===== src/rtl/rom_bsram_mem_bridge.sv =====
// Bridges the mapper's ROM and BSRAM buses onto one shared 16-bit request/ack memory port.
// Keeps a one-word ROM read cache and a one-deep BSRAM write buffer.
module rom_bsram_mem_bridge #(
    parameter logic [23:0] BSRAM_BASE   = 24'hE00000,
    parameter bit          ROM_CACHE_EN = 1'b1
) (
    input  logic        mclk,
    input  logic        rst,
    input  logic [22:0] rom_addr,
    input  logic        rom_ce_n,
    input  logic        rom_oe_n,
    input  logic        rom_word,
    output logic [15:0] rom_q,
    input  logic [19:0] bsram_addr,
    input  logic [7:0]  bsram_d,
    input  logic        bsram_ce_n,
    input  logic        bsram_oe_n,
    input  logic        bsram_we_n,
    output logic [7:0]  bsram_q,
    output logic        mem_req,
    output logic        mem_we,
    output logic [23:0] mem_addr,
    output logic [1:0]  mem_be,
    output logic [15:0] mem_wdata,
    input  logic [15:0] mem_rdata,
    input  logic        mem_ack,
    output logic        busy
);

    typedef enum logic [1:0] {IDLE, ROM_RD, BS_RD, BS_WR} state_t;
    state_t state, state_next;

    logic        rom_act, bs_rd_act, rom_trig, bs_rd_trig, wr_trig;
    logic        prev_rom_act, prev_rom_word, prev_bs_rd_act, prev_we_n;
    logic [22:0] prev_rom_addr;
    logic [19:0] prev_bs_addr;

    logic        cache_vld, cache_hit;
    logic [21:0] cache_tag;
    logic [15:0] cache_data;

    logic        rom_pend, rom_pend_word, bs_pend, wr_pend;
    logic [22:0] rom_pend_addr, req_rom_addr;
    logic        req_rom_word, req_bs_a0;
    logic [19:0] bs_pend_addr, wr_addr;
    logic [7:0]  wr_data;
    logic        take_wr, take_rom, take_bs, ack_ok;

    function automatic logic [15:0] fmt_rom(input logic [15:0] w, input logic a0, input logic word);
        if (word) return w;
        return a0 ? {w[15:8], w[15:8]} : {w[7:0], w[7:0]};
    endfunction

    assign rom_act    = !rom_ce_n && !rom_oe_n;
    assign bs_rd_act  = !bsram_ce_n && !bsram_oe_n && bsram_we_n;
    assign rom_trig   = rom_act && (!prev_rom_act || rom_addr != prev_rom_addr || rom_word != prev_rom_word);
    assign bs_rd_trig = bs_rd_act && (!prev_bs_rd_act || bsram_addr != prev_bs_addr);
    assign wr_trig    = prev_we_n && !bsram_we_n && !bsram_ce_n;
    assign cache_hit  = ROM_CACHE_EN && cache_vld && (cache_tag == rom_addr[22:1]);
    assign ack_ok     = mem_req && mem_ack && (state != IDLE);
    assign busy       = (state != IDLE) || wr_pend;

    // Pending reads are only issued while their strobe is still asserted.
    always_comb begin
        state_next = state;
        take_wr    = 1'b0;
        take_rom   = 1'b0;
        take_bs    = 1'b0;
        case (state)
            IDLE: begin
                if (wr_pend) begin
                    state_next = BS_WR;
                    take_wr    = 1'b1;
                end else if (rom_pend && rom_act) begin
                    state_next = ROM_RD;
                    take_rom   = 1'b1;
                end else if (bs_pend && bs_rd_act) begin
                    state_next = BS_RD;
                    take_bs    = 1'b1;
                end
            end
            default: if (ack_ok) state_next = IDLE;
        endcase
    end

    always_ff @(posedge mclk) begin
        if (rst) state <= IDLE;
        else     state <= state_next;
    end

    always_ff @(posedge mclk) begin
        if (rst) begin
            rom_q          <= '0;
            bsram_q        <= '0;
            mem_req        <= 1'b0;
            mem_we         <= 1'b0;
            mem_addr       <= '0;
            mem_be         <= '0;
            mem_wdata      <= '0;
            prev_rom_act   <= 1'b0;
            prev_rom_word  <= 1'b0;
            prev_rom_addr  <= '0;
            prev_bs_rd_act <= 1'b0;
            prev_bs_addr   <= '0;
            prev_we_n      <= 1'b1;
            cache_vld      <= 1'b0;
            cache_tag      <= '0;
            cache_data     <= '0;
            rom_pend       <= 1'b0;
            rom_pend_addr  <= '0;
            rom_pend_word  <= 1'b0;
            bs_pend        <= 1'b0;
            bs_pend_addr   <= '0;
            wr_pend        <= 1'b0;
            wr_addr        <= '0;
            wr_data        <= '0;
            req_rom_addr   <= '0;
            req_rom_word   <= 1'b0;
            req_bs_a0      <= 1'b0;
        end else begin
            prev_rom_act   <= rom_act;
            prev_rom_addr  <= rom_addr;
            prev_rom_word  <= rom_word;
            prev_bs_rd_act <= bs_rd_act;
            prev_bs_addr   <= bsram_addr;
            prev_we_n      <= bsram_we_n;

            if (wr_trig) begin
                wr_pend <= 1'b1;
                wr_addr <= bsram_addr;
                wr_data <= bsram_d;
            end else if (take_wr) begin
                wr_pend <= 1'b0;
            end

            if (take_wr) begin
                mem_req   <= 1'b1;
                mem_we    <= 1'b1;
                mem_addr  <= BSRAM_BASE + {4'd0, wr_addr};
                mem_be    <= wr_addr[0] ? 2'b10 : 2'b01;
                mem_wdata <= {wr_data, wr_data};
            end else if (take_rom) begin
                mem_req      <= 1'b1;
                mem_we       <= 1'b0;
                mem_addr     <= {1'b0, rom_pend_addr[22:1], 1'b0};
                mem_be       <= 2'b11;
                req_rom_addr <= rom_pend_addr;
                req_rom_word <= rom_pend_word;
            end else if (take_bs) begin
                mem_req   <= 1'b1;
                mem_we    <= 1'b0;
                mem_addr  <= BSRAM_BASE + {4'd0, bs_pend_addr};
                mem_be    <= bs_pend_addr[0] ? 2'b10 : 2'b01;
                req_bs_a0 <= bs_pend_addr[0];
            end

            if (ack_ok) begin
                mem_req <= 1'b0;
                if (state == ROM_RD) begin
                    cache_vld  <= 1'b1;
                    cache_tag  <= req_rom_addr[22:1];
                    cache_data <= mem_rdata;
                    rom_q      <= fmt_rom(mem_rdata, req_rom_addr[0], req_rom_word);
                end else if (state == BS_RD) begin
                    bsram_q <= req_bs_a0 ? mem_rdata[15:8] : mem_rdata[7:0];
                end
            end

            // A fresh hit reflects the newest address, so it overrides a same-cycle fill.
            if (rom_trig && cache_hit) begin
                rom_q    <= fmt_rom(cache_data, rom_addr[0], rom_word);
                rom_pend <= 1'b0;
            end else if (rom_trig) begin
                rom_pend      <= 1'b1;
                rom_pend_addr <= rom_addr;
                rom_pend_word <= rom_word;
            end else if (take_rom || !rom_act) begin
                rom_pend <= 1'b0;
            end

            if (bs_rd_trig) begin
                bs_pend      <= 1'b1;
                bs_pend_addr <= bsram_addr;
            end else if (take_bs || !bs_rd_act) begin
                bs_pend <= 1'b0;
            end
        end
    end

endmodule


===== config.mk =====
export PLATFORM = sky130hd
export DESIGN_NAME = rom_bsram_mem_bridge
export DESIGN_NICKNAME = d
export VERILOG_FILES = /design/src/rtl/rom_bsram_mem_bridge.sv
export SDC_FILE = /design/constraint.sdc
export NUM_CORES = 1
export LEC_CHECK = 0
export ABC_CLOCK_PERIOD_IN_PS = 2500
export CAP_MARGIN = 20
export CORE_MARGIN = 2
export CORE_UTILIZATION = 48
export CTS_BUF_LIST = sky130_fd_sc_hd__clkbuf_16
export DETAILED_ROUTE_END_ITERATION = 8
export PLACE_DENSITY = 0.72
export SETUP_SLACK_MARGIN = 0.1
export SYNTH_ARGS = -nofsm -noshare
export SYNTH_HDL_FRONTEND = slang
export SYNTH_SLANG_ARGS = --single-unit

===== constraint.sdc =====
create_clock -name mclk -period 2.5 [get_ports mclk]
set_clock_uncertainty 0.1 [all_clocks]
set_input_delay 0.5 -clock mclk [delete_from_list [all_inputs] [get_ports mclk]]
set_output_delay 0.5 -clock mclk [all_outputs]
set_load 0.005 [all_outputs]

==> results of run 1 <==
## where the power goes
part | internal [mW] | leakage (nW) | switching [mW]
Combinational | 0.397 | 2.36 | 0.379
Clock | 1.91 | 0.381 | 1.52
Sequential | 4.07 | 2.02 | 0.0618
## worst min path at each step
stage	from	to
final	rst	cache_tag[2]
after global routing	rst	cache_vld
after CTS	rst	cache_vld
after detailed placement	wr_data[0]	mem_wdata[8]
after global placement	req_rom_addr[18]	cache_tag[17]
after floorplan	rom_pend_addr[0]	req_rom_addr[0]
## timing repair
action | in CTS | in global routing
setup buffers | 0 | 1
endpoints found under the setup margin | 25 | 35
pin swaps | 1 | 5
hold endpoints to repair | 0 | 0
resized for setup | 7 | 23
gates cloned | 1 | 1
## cell usage after synthesis (all sizes together)
cell,n,share of area (%)
o21a,1,0.075
mux2,40,4.5
nor2b,71,4.4
nor2,85,3.2
nand4,11,0.69
nor3,8,0.40
buf,34,1.9
nor3b,2,0.20
a221oi,1,0.087
nand2,263,9.8
clkbuf,48,1.8
a311o,19,1.9
nand4b,1,0.087
o22ai,1,0.062
nor4,6,0.37
nand3,4,0.25
o21ai,2,0.10
and3,2,0.12
a21oi,146,7.3
xor2,19,1.7
and2,3,0.19
a21o,1,0.075
a211oi,9,0.72
mux2i,46,4.6
or4,1,0.075
xnor2,47,4.1
dfxtp,248,50
a211o,16,1.4
or3,2,0.17
or2,2,0.12
## kinds of logic (layout without fill, tap and decap cells)
kind of cell / after synthesis / count (layout)
XOR/XNOR: 66 / 66
flip-flops: 248 / 248
AO/OA/AOI/OAI: 196 / 196
AND/OR/NAND/NOR: 461 / 461
multiplexers: 86 / 86
buffers and inverters: 82 / 253
## state kept, by name, summed over array words and instances (netlist names), 16 cells and up
signal         count
prev_bs_addr      20
rom_pend_addr     23
rom_q             16
cache_data        16
mem_addr          24
prev_rom_addr     23
bs_pend_addr      20
wr_addr           20
req_rom_addr      23
cache_tag         22
## per-stage QoR
| stage | TNS, ps | instance area, sq um |
|---|---|---|
| finish | 0 | 13000 |
| global route | -5.01 | 13000 |
| CTS | 0 | 12900 |
| detailed placement | -29260 | 12100 |
| global placement | -29110 | 12100 |
| floorplan | 0 | 10000 |
## per-layer routing
layer | GRT usage, % | wire length [um] | vias to the layer above
met5 | 0 | 0 | -
met3 | 3.40 | 1310 | 27
li1 | - | - | 4101
met2 | 35.8 | 11900 | 196
met4 | 4.71 | 326 | 0
met1 | 33.3 | 12100 | 3897
## area by class of cell
type                       count  area [sq um]  area share, %
clock buffer                  25           626           4.82
clock inverter                20           110          0.849
multi-input combinational    809          4800           37.0
sequential                   248          4970           38.3
tap                          270           338           2.61
timing repair buffer         208          2130           16.4
## worst reg2reg max path, delay by kind of cell (launching register included)
kind	cells	cell delay, ps
flops	1	330
mux	1	320
buf+inv	2	340
xor+xnor	1	160
simple gates	4	1040
==> flow_summary.yaml, run 1 <==
die:
  ios: 145
  chipHeight_um: 149
  die_x_um: 149
  die_area_sq_um: 22100
  core-area_sq_um: 20400
  initial_utilization_pct: 49.2
  rows: 52
grt:
  grt_start_max_net_pins: 85
  grt_pass1_vias: 7707
  grt_overflow_total: 0
  track_usage_pct: 22.7
  grt_pass1_wl_um: 40700
  antenna_found_initial: 0
route:
  vias_per_cell: 5.20
  ant_nets: 0
  drt_iter0_drc: 606
  drc: 0
  drt_pass1_iterations: 5
  vias: 8221
  wl_um: 25700
  drt-wirelength-per-cell_um: 16.3
logic_synthesis:
  synth_seq_cells: 248
  syn_nets: 1215
  ys_seq_area_share_pct: 49.5
  syn_inst: 1139
  avgSynthCellArea_sq_um: 8.80
  yosys_warnings: 0
  synth_cell_types: 39
  synth_area_sq_um: 10000
  synth_top_family_by_area: "simple AND/OR/NAND/NOR gates"
  synth.area.mux_share_pct: 9.09
  synth_compound_area_share_pct: 11.7
  yosys.area_share.simple_pct: 20.2
  synthXorXnorAreaFrac_pct: 5.77
  synth_fa_ha_area_share_pct: 0
critical_path:
  required_ps: 2810
  reg2reg_from: "cache_tag[9]"
  crit_buf_inv: 2
  endpoint: "rom_pend_addr[7]"
  critical_path.cell_chain: "xor2_1, nor4_2, buf_4, nand4_1, or3_4, nand3_4, clkbuf_16, mux2_2"
  max_stage_delay_ps: 440
  critPathKind: "reg -> reg"
  path_depth: 8
  reg2reg_to: "rom_pend_addr[7]"
  crit_start: "cache_tag[9]"
  reg2reg_slack_ps: 90
  crit_slowest_cell: "or3_4"
  cp_max_fo: 5
  critical_path.top_delay_family: "simple AND/OR/NAND/NOR gates"
  worst_ep_arrival_time_ps: 2720
  rr_worst_depth: 8
  cp-end-kind: "register"
  start_kind: "register"
cts:
  htreeDepth: 1
  holdBufCountCts: 0
  cts_sinks: 248
  cts_root_buf: "clkbuf_16"
  clk_latency_ps: 530
  numCtsBuffers: 25
  clk_pin_slew_ps: 70
  ctsLongestPathBuffers: 3
  cts_tree: "built"
pwr:
  vdd_ir_drop_max_v: 0.000463
  power_mw: 8.33
  p_leak_nw: 4.76
  cellPowerDensity_nw_per_um2: 643
worst_hold_path:
  min_path_type: "in -> reg"
  hold_depth: 2
layout:
  layout_commonest_cell: "nand2_1"
  area_delta_synth_final_pct: 29.4
  layout_common_cells: "263 x nand2_1, 247 x dfxtp_1, 145 x a21oi_1, 132 x clkdlybuf4s50_1, 83 x nor2_1"
  nFillCells: 1732
  final_util_pct: 63.7
  fin_cells: 1580
  nets: 1368
  diodes: 0
  layout-drive-gt1-share_pct: 11.7
timing:
  fin_crit_sh_pct: 96.4
  rsz0062_at_grt: "yes"
  holdWs_ps: 228
  max_freq_mhz: 415
  slew_viol_final: 0
  finalHoldViolCount: 0
  layout_setup_ws_ps: 89.6
  slew_headroom_pct: 57.1
  layout_min_cycle_time_ps: 2410
  setup-violations-final: 0
  tightest_slew_ps: 643
run:
  max_cap_viol_count: 0
place:
  port-buffer-count: 144
  dp_cells: 1532
  dp_hpwl_um: 17400
  gp_congestion: 0.799
  dpl_worst_slack_ps: -591
outcome:
  status: "finished clean"
Power figures use the tool's default switching activity.
==> run 2: changes to the inputs <==
Settings changed: SETUP_SLACK_MARGIN 0.1 to 0.3.
==> run 2 against run 1 <==
Net effect: sequential share of layout area fell by 0.86 points; global-route usage up 0.68 points; cell count is 0.76% higher; utilization up 1.6 points; cell area rose by 2.4%; non-clock buffer count rose by 12; sequential cell count unchanged; highest routed layer unchanged; critical path type is now in -> reg; clock power barely moved; hold slack worse by 3.0 ps; first-iteration DRC count decreased by 14%; maximum frequency increased by 2.2%; power is 0.18% higher.
==> flow_summary.yaml, run 2 (synthesized netlist as in run 1, its figures left out) <==
grt:
  grt_overflow_total: 0
  track_usage_pct: 23.4
  grt_pass1_vias: 7859
  antenna_found_initial: 0
  grt_pass1_wl_um: 41600
  grt_start_max_net_pins: 67
timing:
  finalHoldViolCount: 0
  tightest_slew_ps: 664
  max_freq_mhz: 424
  fin_setup_tns_ps: 0
  setup-violations-final: 0
  slew_headroom_pct: 55.7
  fin_crit_sh_pct: 94.4
  layout_min_cycle_time_ps: 2360
  layout_setup_ws_ps: 140
  rsz0062_at_grt: "yes"
  slew_viol_final: 0
place:
  dpl_cell_area_sq_um: 12100
  port-buffer-count: 144
  gp_congestion: 0.836
  dpl_worst_slack_ps: -548
  dp_hpwl_um: 17400
cts:
  cts_root_buf: "clkbuf_16"
  ctsLongestPathBuffers: 3
  clk_pin_slew_ps: 60
  cts_tree: "built"
  cts_sinks: 248
  htreeDepth: 1
  clk_latency_ps: 520
  numCtsBuffers: 25
layout:
  nFillCells: 1671
  layout_commonest_cell: "nand2_1"
  nets: 1380
  ff_latch_area_sq_um: 4970
  design_area_sq_um: 13300
  layout_common_cells: "249 x nand2_1, 243 x dfxtp_1, 133 x a21oi_1, 126 x clkdlybuf4s50_1, 84 x nor2_1"
  multiInputGateArea_sq_um: 4980
  largest_reg_flops: 24
  top_register: "mem_addr"
  final_util_pct: 65.2
  diodes: 0
  layout-drive-gt1-share_pct: 15.4
  area_delta_synth_final_pct: 32.5
outcome:
  status: "finished clean"
critical_path:
  required_ps: 2850
  critPathKind: "in -> reg"
  cp-end-kind: "register"
  cp_max_fo: 8
  crit_start: "rom_addr[5]"
  worst_ep_arrival_time_ps: 2710
  start_kind: "input pin"
  reg2reg_from: "cache_tag[9]"
pwr:
  switching_share_pct: 23.6
  switchingPower_mw: 1.97
  cellPowerDensity_nw_per_um2: 629
  vdd_ir_drop_max_v: 0.000486
  p_leak_nw: 4.98
  p_int_mw: 6.38
  power_mw: 8.35
  pwr-share-comb_pct: 9.4
  clock_power_share_pct: 41.1
  power_frac_seq_pct: 49.4
route:
  drt_pass1_iterations: 5
  drc: 0
  vias_per_cell: 5.22
  drt_iter0_drc: 521
  ant_nets: 0
  wl_um: 26400
  drt-wirelength-per-cell_um: 16.6
  vias: 8310
die:
  rows: 52
  ios: 145
  initial_utilization_pct: 49.2
  die_x_um: 149
  core-area_sq_um: 20400
  die_area_sq_um: 22100
  chipHeight_um: 149
worst_hold_path:
  min_from: "rst"
  min_path_type: "in -> reg"
run:
  max_cap_viol_count: 0
## run 2: cell types whose count changed in the layout (fill, tap and decap cells not counted), moves of 5 or more
cell	previous run	this run
dlygate4sd2_1	2	16
nand2_1	263	249
a21oi_1	145	133
a21oi_2	1	13
dlymetal6s2s_1	9	0
nand2_4	0	8
buf_4	50	57
clkdlybuf4s50_1	132	126
mux2_2	32	26
mux2_4	8	14
nand2_2	0	6
clkinv_2	3	8
## run 2: worst max-delay path, stage by stage
cell	delay, ps
clkdlybuf4s50_1	500
xnor2_1	240
nand4_1	140
nor4_2	290
buf_4	180
a211oi_4	60
buf_12	140
buf_12	120
buf_16	130
a211o_1	290
a21oi_2	120
## run 2: metrics by stage
stage | hold WS, ps | instances
3_3_place_gp | 337 | 1537
5_1_grt | 230 | 1592
3_5_place_dp | 342 | 1537
4_1_cts | 215 | 1591
2_1_floorplan | 327 | 1139
6_report | 225 | 1592
## run 2: layout make-up
| class | instances | area share [%] |
|---|---|---|
| Sequential cell | 248 | 37.4 |
| Tap cell | 270 | 2.54 |
| Clock buffer | 25 | 4.71 |
| Timing Repair Buffer | 220 | 17.0 |
| Multi-Input combinational cell | 809 | 37.5 |
| Clock inverter | 20 | 0.867 |
## run 2: repair_timing
item	in CTS	in global routing
cloned	4	0
hold endpoints to repair	0	0
pin swaps	27	15
resized for setup	67	23
setup endpoints to repair	42	42
hold buffers	0	0
buffers inserted	5	1
## run 2: final timing paths
check	slack [ps]	endpoint	cells past startpoint
setup / recovery	140	rom_q[1]	11
hold / removal	230	cache_vld	2
setup reg to reg	170	rom_pend_addr[9]	9
hold reg to reg	340	cache_tag[5]	2
## run 2: layer usage
| layer | vias up | global-route usage, % | wire [um] |
|---|---|---|---|
| met5 | - | 0 | 0 |
| met4 | 0 | 5.14 | 524 |
| met3 | 41 | 3.99 | 1420 |
| met2 | 206 | 37.7 | 12200 |
| met1 | 3939 | 33.2 | 12200 |
| li1 | 4124 | - | - |
## run 2: power groups by stage
| stage | logic, mW | clock network (mW) | registers (mW) |
|---|---|---|---|
| after CTS | 0.781 | 3.47 | 4.13 |
| final | 0.788 | 3.43 | 4.13 |
| after detailed placement | 0.756 | 0 | 4.21 |
| after global routing | 0.850 | 3.64 | 4.14 |
| after global placement | 0.748 | 0 | 4.21 |
| after floorplan | 0.376 | 0 | 4.20 |
==> run 3: changes to the inputs <==
Settings changed: CAP_MARGIN 20 to 30, CTS_BUF_LIST sky130_fd_sc_hd__clkbuf_16 to sky130_fd_sc_hd__clkbuf_4 sky130_fd_sc_hd__clkbuf_8 sky130_fd_sc_hd__clkbuf_16.
==> run 3 against run 2 <==
Net effect: cell count barely moved; first-iteration DRC count rose by 12%; setup slack worse by 33 ps; maximum frequency down 1.4%; sequential power barely moved; critical path depth rose by 1; sequential cell count stayed put; cell area increased by 0.19%; utilization is 0.12 points higher; wire length is 0.97% higher.
==> flow_summary.yaml, run 3 (synthesized netlist as in run 1, its figures left out) <==
outcome:
  status: "finished clean"
critical_path:
  max_stage_delay_ps: 450
  critical_path.cell_chain: "clkdlybuf4s50_1, buf_4, xnor2_1, nand3_2, nor3_4, buf_4, a211oi_4, buf_12, buf_12, clkbuf_16, a211o_1, a21oi_1"
  reg2reg_slack_ps: 160
  reg2reg_from: "cache_tag[9]"
  required_ps: 2850
  reg2reg_to: "rom_q[0]"
  rr_worst_depth: 12
  critical_path.top_delay_family: "buffers and inverters"
  start_kind: "input pin"
  crit_slowest_cell: "clkdlybuf4s50_1"
  cp_max_fo: 8
  cp-end-kind: "register"
  critPathKind: "in -> reg"
  worst_ep_arrival_time_ps: 2740
  crit_buf_inv: 6
  crit_start: "rom_addr[13]"
layout:
  layout-drive-gt1-share_pct: 14.6
  fin_cells: 1593
  nets: 1381
  ff_latch_area_sq_um: 4970
  nFillCells: 1676
  largest_reg_flops: 24
  top_register: "mem_addr"
  area_delta_synth_final_pct: 32.8
  multiInputGateArea_sq_um: 4910
  diodes: 0
  layout_common_cells: "260 x nand2_1, 244 x dfxtp_1, 140 x a21oi_1, 126 x clkdlybuf4s50_1, 84 x nor2_1"
  layout_commonest_cell: "nand2_1"
timing:
  fin_setup_tns_ps: 0
  layout_min_cycle_time_ps: 2390
  layout_setup_ws_ps: 108
  max_freq_mhz: 418
  setup-violations-final: 0
  tightest_slew_ps: 663
  rsz0062_at_grt: "yes"
  slew_headroom_pct: 55.8
  fin_crit_sh_pct: 95.7
  slew_viol_final: 0
  finalHoldViolCount: 0
worst_hold_path:
  hold_depth: 2
  hold_end: "cache_vld"
  min_path_type: "in -> reg"
  min_from: "rst"
cts:
  cts_root_buf: "clkbuf_16"
  clk_pin_slew_ps: 60
  cts_sinks: 248
  htreeDepth: 1
  ctsLongestPathBuffers: 3
  numCtsBuffers: 25
  clk_latency_ps: 520
  cts_tree: "built"
place:
  gp_congestion: 0.836
  dp_cells: 1537
  port-buffer-count: 144
  dp_hpwl_um: 17400
  dpl_worst_slack_ps: -548
die:
  initial_utilization_pct: 49.2
  core-area_sq_um: 20400
  die_x_um: 149
  rows: 52
  ios: 145
  die_area_sq_um: 22100
  chipHeight_um: 149
grt:
  grt_start_max_net_pins: 67
  track_usage_pct: 23.2
  antenna_found_initial: 0
  grt_overflow_total: 0
  grt_pass1_vias: 7842
  grt_pass1_wl_um: 41200
route:
  vias: 8371
  drc: 0
  vias_per_cell: 5.25
  ant_nets: 0
  drt-wirelength-per-cell_um: 16.8
  drt_iter0_drc: 585
  drt_pass1_iterations: 4
  wl_um: 26700
pwr:
  cellPowerDensity_nw_per_um2: 646
  vdd_ir_drop_max_v: 0.000473
  power_mw: 8.60
  p_leak_nw: 4.93
run:
  max_cap_viol_count: 0
run 3: worst max-delay path by stage:
stage / slack [ps] / end / cells past startpoint
2_1_floorplan: 290 / rom_pend_addr[10] / 7
6_report: 110 / rom_q[0] / 12
3_5_place_dp: -550 / rom_pend_addr[10] / 9
3_3_place_gp: -540 / rom_pend_addr[19] / 9
5_1_grt: 40 / rom_q[0] / 12
4_1_cts: 100 / rom_pend_addr[9] / 9
run 3: power breakdown:
part | total (mW) | internal [mW] | switching (mW) | leakage (nW)
Sequential | 4.13 | 4.07 | 0.0608 | 2.02
Clock | 3.68 | 2.16 | 1.52 | 0.415
Combinational | 0.796 | 0.404 | 0.392 | 2.49
run 3: worst register-to-register path, cell delays in order, from the launching register on:
cell	delay (ps)
dfxtp_2	330
xor2_2	140
nor4_2	290
buf_4	170
nand4_1	120
buf_4	170
buf_6	110
a211oi_4	240
buf_12	160
buf_12	110
clkbuf_16	140
a211o_1	90
a21oi_1	50
run 3: layout make-up:
class	instances	share of cell area, %
well taps	270	2.54
multi-input cells	809	36.9
repair buffers	221	17.1
flip-flops and latches	248	37.4
clock buffers	35	5.55
clock inverters	10	0.583
run 3: routing by layer:
metal / track usage [%] / up-vias / wire, um
met2: 37.6 / 216 / 12600
met1: 33.2 / 3995 / 12300
li1: - / 4128 / -
met3: 3.34 / 32 / 1290
met5: 0 / - / 0
met4: 4.76 / 0 / 457
run 3: timing repair:
item	4_1_cts	5_1_grt
setup endpoints to repair	42	44
cloned	3	2
pin swaps	10	15
buffers inserted	5	1
gates resized for setup	26	45
hold buffers	0	0
run 3: stage by stage:
stage	hold WS [ps]	utilization [%]	instance area [sq um]
floorplan	327	-	10000
global placement	337	59.3	12100
detailed placement	342	59.3	12100
CTS	216	64.3	13100
global route	228	65.4	13300
finish	228	65.4	13300
